<file path="src/rtl/moore_cmd_gen.sv">
// Command front-end for the toggle Moore FSM: debounces the arm/toggle buttons
// and emits one-cycle 2-bit command pulses separated by an enforced idle gap.

module moore_cmd_gen_db #(
    parameter int DEBOUNCE_CYCLES = 16,
    parameter int CNT_W           = 5
) (
    input  logic clk,
    input  logic reset,
    input  logic btn,
    output logic press
);
    localparam logic [CNT_W-1:0] LAST = CNT_W'(DEBOUNCE_CYCLES - 1);

    logic             s1, s2, deb, deb_q;
    logic [CNT_W-1:0] cnt;

    always_ff @(posedge clk or negedge reset) begin
        if (!reset) begin
            s1    <= 1'b0;
            s2    <= 1'b0;
            deb   <= 1'b0;
            deb_q <= 1'b0;
            cnt   <= '0;
        end else begin
            s1    <= btn;
            s2    <= s1;
            deb_q <= deb;
            if (s2 != deb) begin
                if (cnt == LAST) begin
                    deb <= s2;
                    cnt <= '0;
                end else begin
                    cnt <= cnt + 1'b1;
                end
            end else begin
                cnt <= '0;
            end
        end
    end

    // Only the rising debounced edge is a press; releases are ignored.
    assign press = deb & ~deb_q;
endmodule

module moore_cmd_gen #(
    parameter int DEBOUNCE_CYCLES = 16,
    parameter int GAP_CYCLES      = 2,
    parameter int CNT_W           = 5
) (
    input  logic       clk,
    input  logic       reset,
    input  logic       btn_arm,
    input  logic       btn_tgl,
    output logic [1:0] cmd,
    output logic       armed,
    output logic [7:0] drop_cnt
);
    // Low two state bits are the command itself, so cmd comes straight off flops.
    localparam logic [2:0] IDLE  = 3'b000;
    localparam logic [2:0] TGL_P = 3'b001;
    localparam logic [2:0] ARM_P = 3'b010;
    localparam logic [2:0] GAP   = 3'b100;

    localparam logic [CNT_W-1:0] GLAST = CNT_W'(GAP_CYCLES - 1);

    logic [1:0]       btn, press;
    logic [2:0]       state, state_nxt;
    logic [CNT_W-1:0] gcnt;
    logic             pend_arm, pend_tgl;
    logic             clr_arm, clr_tgl, drop_a, drop_t;
    logic [8:0]       drop_sum;
    logic [7:0]       drop_nxt;

    assign btn = {btn_tgl, btn_arm};

    for (genvar i = 0; i < 2; i++) begin : g_db
        moore_cmd_gen_db #(
            .DEBOUNCE_CYCLES(DEBOUNCE_CYCLES),
            .CNT_W          (CNT_W)
        ) u_db (
            .clk  (clk),
            .reset(reset),
            .btn  (btn[i]),
            .press(press[i])
        );
    end

    // A flag being consumed this cycle frees its slot for a new event.
    always_comb begin
        clr_arm  = (state == IDLE) && pend_arm;
        clr_tgl  = (state == IDLE) && (pend_arm || (pend_tgl && armed));
        drop_a   = press[0] && pend_arm && !clr_arm;
        drop_t   = press[1] && ((pend_tgl && !clr_tgl) || (!armed && !pend_arm));
        drop_sum = {1'b0, drop_cnt} + {8'b0, drop_a} + {8'b0, drop_t};
        drop_nxt = drop_sum[8] ? 8'hFF : drop_sum[7:0];
    end

    always_comb begin
        state_nxt = state;
        case (state)
            IDLE: begin
                if (pend_arm)                state_nxt = ARM_P;
                else if (pend_tgl && armed)  state_nxt = TGL_P;
            end
            ARM_P, TGL_P:                    state_nxt = GAP;
            GAP:   if (gcnt == GLAST)        state_nxt = IDLE;
            default:                         state_nxt = IDLE;
        endcase
    end

    always_ff @(posedge clk or negedge reset) begin
        if (!reset) begin
            state    <= IDLE;
            gcnt     <= '0;
            pend_arm <= 1'b0;
            pend_tgl <= 1'b0;
            armed    <= 1'b0;
            drop_cnt <= '0;
        end else begin
            state    <= state_nxt;
            gcnt     <= (state == GAP) ? gcnt + 1'b1 : '0;
            drop_cnt <= drop_nxt;
            if (press[0] && !drop_a) pend_arm <= 1'b1;
            else if (clr_arm)        pend_arm <= 1'b0;
            if (press[1] && !drop_t) pend_tgl <= 1'b1;
            else if (clr_tgl)        pend_tgl <= 1'b0;
            if (state_nxt == ARM_P)  armed <= 1'b1;
        end
    end

    assign cmd = state[1:0];
endmodule
</file>
<file path="config.mk">
export PLATFORM = sky130hd
export DESIGN_NAME = moore_cmd_gen
export DESIGN_NICKNAME = d
export VERILOG_FILES = /design/src/rtl/moore_cmd_gen.sv
export SDC_FILE = /design/constraint.sdc
export NUM_CORES = 1
export LEC_CHECK = 0
export CELL_PAD_IN_SITES_DETAIL_PLACEMENT = 1
export CELL_PAD_IN_SITES_GLOBAL_PLACEMENT = 2
export CORE_UTILIZATION = 39
export CTS_BUF_LIST = sky130_fd_sc_hd__clkbuf_8
export DETAILED_ROUTE_END_ITERATION = 8
export DONT_BUFFER_PORTS = 1
export PLACE_DENSITY_LB_ADDON = 0.25
export SLEW_MARGIN = 20
export SYNTH_ARGS = -nofsm -noshare
export SYNTH_HDL_FRONTEND = slang
export SYNTH_SLANG_ARGS = --single-unit
</file>
<file path="constraint.sdc">
create_clock -name clk -period 2.1 [get_ports clk]
set_input_delay 0.42 -clock clk [delete_from_list [all_inputs] [get_ports clk]]
set_output_delay 0.42 -clock clk [all_outputs]
set_load 0.03 [all_outputs]
</file>
### Word-level counts from Yosys, hierarchy flattened

Cells that the tools add are included.

* input bits: 4
* register bits after elaboration: 37
* word-level logic and storage cells: 72

* bitwise logic cells: 4
* equal/unequal tests: 9
* reductions and logical operators: 24
* mux-type cells: 14
* add/sub/neg operators: 5

Operators by type and width (number)
* 5-bit two-way mux: 5
* 5-bit by 1-bit adder with 5-bit output, second input constant: 3
* 5-bit by 4-bit equality test with 1-bit output, second input constant: 2
* 1-bit logical AND: 10
* 8-bit by 1-bit adder with 9-bit output: 1
* 9-bit by 1-bit adder with 9-bit output: 1
* 3-bit two-way mux: 3
* 3-bit case mux with 3 select lines: 1
* 8-bit two-way mux: 1
* 3-bit by 2-bit equality test with 1-bit output, second input constant: 2
* 1-bit logical NOT: 6
* 5-bit by 1-bit equality test with 1-bit output, second input constant: 1
* 1-bit two-way mux: 4
* 2-bit AND reduction: 2
* 2-bit nonzero test: 2
* 3-bit by 1-bit equality test with 1-bit output, second input constant: 1
* 3-bit equality test, second input constant: 1
* 3-bit logical NOT: 1
* 1-bit AND: 2
* 1-bit logical OR: 2
* 1-bit != test: 2
* 1-bit inverter: 2
* 2-bit OR reduction: 1

### Logic depth before layout (Yosys ltp)

* depth in word-level cells: 10
* gate-level depth with buffers: 9

### Modules after synthesis

From an unflattened synthesis, not the netlist that was laid out.

* cell total of the unflattened synthesis: 131
* area total of the unflattened synthesis: 1556.5 sq um

Modules (own cells, without submodules)
* moore_cmd_gen: area each 885.8 sq um, times used 1, sequential area each 475.5 sq um, cells an instance 81
* moore_cmd_gen_db: area each 335.3 sq um, times used 2, sequential area each 225.2 sq um, cells an instance 25

### Worst setup path before layout

Ideal clock, no wire load.

* path kind: reg2reg
* start point: reg armed
* end point: reg drop_cnt[4]
* period minus slack after synthesis: 2.179 ns
* data required time: 1.981 ns
* cell stages (with the launch flop): 10
* arrival: 2.060 ns
* setup slack: -0.079 ns
* path buffers: 0
* cells stage by stage: dfrtp_1 nor2_1 a21oi_2 or2_1 fa_1 inv_1 ha_1 and3_1 nand3_1 o21a_1

* cells in the longest elaborated chain, start to end: 9
* elaborated cells between the ends (all ways): 11

Ends and longest elaborated chain
* start: declaration: line 56 `output logic armed,`
* start signal: assignment: line 118 `armed <= 1'b0;`
* start signal: assignment: line 128 `if (state_nxt == ARM_P) armed <= 1'b1;`
* 1-bit logical AND: line 92 `clr_tgl = (state == IDLE) && (pend_arm || (pend_tgl && armed));`
* 1-bit logical OR: line 92
* 1-bit logical AND: line 92
* 1-bit logical NOT: line 94 `drop_t = press[1] && ((pend_tgl && !clr_tgl) || (!armed && !pend_arm));`
* 1-bit logical AND: line 94
* 1-bit logical OR *: line 94
* 1-bit logical AND *: line 94
* 9-bit by 1-bit adder with 9-bit output *: line 95 `drop_sum = {1'b0, drop_cnt} + {8'b0, drop_a} + {8'b0, drop_t};`
* 8-bit two-way mux *: line 96 `drop_nxt = drop_sum[8] ? 8'hFF : drop_sum[7:0];`
* named net drop_nxt[4]: line 73 `logic [7:0] drop_nxt;`
* end signal: assignment: line 123 `drop_cnt <= drop_nxt;`
* end: declaration: line 57 `output logic [7:0] drop_cnt`

Mark *: on every way through the listed nets, which the timed path passes. The rest lies on a longest branch.
A chain may end at the register's enable or synchronous reset.

### Final worst setup path

* start point: reg state[2]
* end point: reg drop_cnt[5]

* cells in the longest elaborated chain, start to end: 8
* elaborated cells between the ends (all ways): 12

Ends and longest elaborated chain
* start: declaration: line 68 `logic [2:0] state, state_nxt;`
* start signal: assignment: line 121 `state <= state_nxt;`
* 3-bit logical NOT *: line 91, 92
* branches (longest 5 deep; another with 8-bit by 1-bit adder with 9-bit output)
* 9-bit by 1-bit adder with 9-bit output *: line 95
* 8-bit two-way mux *: line 96
* named net drop_nxt[5]: line 73

Mark *: on every way through the listed nets, which the timed path passes.

==> run_results.csv <==
group,metric,value,unit
worst_setup_path,cp-startpoint,"state[2]",
worst_setup_path,critPathMaxStageDelay,0.35,ns
layout,postLayoutCoreUtil,49.1,%
layout,layout_common_cells,"dfrtp_1, nor2_1, buf_4",
route,num_vias,986,
yosys,synthTopCellsByArea,"dfrtp_1, xor2_1, nor2_1",
yosys,seq_area_frac_synth,60.0,%
layout,nFillCells,397,
yosys,syn_nets,142,
yosys,ys_types,31,
hold_path,hold_path_startpoint,"btn_arm",
route,drc_errors,0,
clock_network,htreeDepth,2,
run_status,status,"completed",
worst_setup_path,worst-path-max-fanout,3,
yosys,avgSynthCellArea,11.7,um2
worst_setup_path,crit_slowest_cell,"dfrtp_1",
route,antenna_left,0,
run,drv_cap,0,
layout,drive_gt1_share,23.2,%
yosys,synth_edf_count,0,
worst_setup_path,crit_arrival,2.20,ns
hold_path,min_path_type,"primary input to flop",
global_route,overflow,0,
clock_network,cts_buffer_depth,2,
layout,fin_nets,160,
yosys,ys_seq_elements,37,
global_route,antenna_found_initial,0,
route,post_drt_wl_per_cell,14.2,um
floorplanning,die_x,64.9,um
floorplanning,rows,22,
route,via_per_inst,4.95,
yosys,ys_warn_count,0,
worst_setup_path,cp-start-kind,"flop",
timing,period_needed,2.02,ns
global_route,grt_usage,16.9,%
power_and_ir_drop,irDropWorstVdd,406,uV
floorplanning,die_y,64.9,um
floorplanning,start_util,41.5,%
yosys,synth_top_area_share,60.0,%
worst_setup_path,timing.critical_path.buf_inv,0,
route,firstDrtPassIters,4,
worst_setup_path,reg2reg_from,"state[2]",
power_and_ir_drop,p_leak,0.864,nW
worst_setup_path,worstSetupPathType,"flop to flop",
layout,mostFrequentLayoutCell,"dfrtp_1",
floorplanning,ios,15,
yosys,synth_async_sr_flop_share,100,%
yosys,syn_inst,132,
timing,slew_headroom,68.3,%
worst_setup_path,path_cells,"or3_4 -> nand2_2 -> or3_4 -> fa_2 -> nand3b_1 -> nor2_1 -> mux2_4",
timing,setup_viol,0,
clock_network,clk_latency,0.29,ns
worst_setup_path,path_depth,7,
power_and_ir_drop,power.density,695,nW/um2
placed_design,place.gp.congestion,0.758,
route,wirelength,2820,um
timing,rsz0062_at_grt,"yes",
global_route,grt_pass1_vias,1082,
global_route,grt_pass1_wl,5070,um
clock_network,clkTransAtPathRegs,0.07,ns
clock_network,numCtsBuffers,5,
clock_network,cts_tree,"done",
timing,clock.fmax,495,MHz
floorplanning,core-area,3720,um2
floorplanning,die_area,4210,um2
hold_path,holdPathStages,0,
worst_setup_path,required,2.28,ns
clock_network,cts_root_buffer,"clkbuf_8",
timing,slew_viol_final,0,
global_route,grt_max_degree,38,
yosys,synth_top_flop_cell,"dfrtp_1",
timing,min_period_over_period,96.1,%
yosys,syn-cell-area,1540,um2
yosys,synth_area_leader_cell,"dfrtp_1",
placed_design,port_buffers,0,
placed_design,hpwl,1950,um
route,drtIter0Drc,43,
timing,worstMarginPinSlew,0.475,ns
clock_network,cts.sinks,37,
power_and_ir_drop,finalPower,1.27,mW
timing,fin_skew,0.00555,ns
timing,finalHoldViolCount,0,
worst_setup_path,critPathCaptureType,"flop",
layout,syn2layout_area_growth,18.2,%
worst_setup_path,rr_worst_depth,7,
worst_setup_path,crit_family,"simple AND/OR/NAND/NOR gates",
layout,n_antenna_cell,0,
worst_setup_path,critical_path.most_common_cell,"or3_4",
## metal layers
layer | part of all wire [%] | vias up | routed length, um | global-route usage [%]
li1 | - | 481 | - | -
met1 | 45 | 484 | 1280 | 19.6
met2 | 48 | 15 | 1350 | 26.4
met3 | 4.1 | 6 | 115 | 6.16
met4 | 2.5 | 0 | 70 | 10.0
met5 | 0 | - | 0 | 0
## layout make-up
class	instances	area (um2)	share of cell area, %
Tap cell	48	60.1	3.29
Inverter	8	30.0	1.65
Sequential cell	37	927	50.8
Multi-Input combinational cell	85	612	33.5
Clock inverter	3	13.8	0.754
Clock buffer	5	68.8	3.77
Timing Repair Buffer	13	113	6.17
## flip-flops by register name (all words and copies together) (netlist names)
register,count
g_db.u_db.s1,2
armed,1
gcnt,5
g_db.u_db.deb,2
g_db.u_db.deb_q,2
g_db.u_db.s2,2
state,3
drop_cnt,8
pend_arm,1
g_db.u_db.cnt,10
pend_tgl,1
## Yosys cell counts (2+ instances only)
cell	number
dfrtp_1	37
nand2_1	5
buf_4	2
o21a_1	2
nand4_1	3
o21ai_1	2
xor2_1	8
and2_1	3
mux2_2	4
or2_1	2
inv_1	8
ha_1	5
nand3_1	8
nor2_1	17
and3_1	4
o21ai_0	5
xnor2_1	2
a31oi_1	2
## worst reg2reg max path: cells and delay by family, from the launching register on
| family | cells | cell delay [ns] |
|---|---|---|
| muxes | 1 | 0.31 |
| and+or+nand+nor | 5 | 0.91 |
| DFF | 1 | 0.35 |
| adders and majority gates | 1 | 0.35 |
## report_power, final
part | switching (mW) | total, mW | internal (mW)
clock network | 0.255 | 0.480 | 0.225
registers | 0.0100 | 0.737 | 0.727
logic | 0.0307 | 0.0513 | 0.0206
total | 0.295 | 1.27 | 0.973
## cells by family (layout without fill, tap and decap cells)
logic type	Yosys count	after routing	share of synthesized area, %
AO/OA/AOI/OAI	15	15	6.00
XOR/XNOR	10	10	5.68
adder cells (fa/ha/maj)	6	6	5.35
buffers and inverters	10	29	2.92
flip-flops	37	37	60.0
multiplexers	5	5	3.57
AND/OR/NAND/NOR	49	49	16.5
## final timing paths
path                                   endpoint  slack (ns)
worst max-delay path                drop_cnt[5]        0.08
worst min-delay path            g_db[0].u_db.s1        0.15
worst max register to register      drop_cnt[5]        0.08
worst min register to register  g_db[0].u_db.s2        0.35
max in group asynchronous                 armed        1.34
min in group asynchronous               gcnt[4]        0.57
## stage by stage
stage                     area (um2)  worst slack, ns  hold slack (ns)  cells  TNS [ns]
after global routing            1820          -0.0484            0.130    199   -0.0804
after global placement          1670           0.0492            0.125    188         0
final                           1820           0.0815            0.154    199         0
after CTS                       1790          0.00249            0.137    198         0
after detailed placement        1670          -0.0160            0.125    188   -0.0250
after floorplan                 1550           0.0156            0.124    132         0
## timing repair
| action | CTS | global route |
|---|---|---|
| pin swaps | 0 | 3 |
| endpoints found under the hold margin | 37 | 0 |
| cloned | 0 | 0 |
| endpoints found under the setup margin | 2 | 8 |
| hold buffers | 2 | 0 |
| resized for setup | 1 | 9 |
| setup buffers | 0 | 1 |
Note: power is estimated with default switching activity, not from simulation.
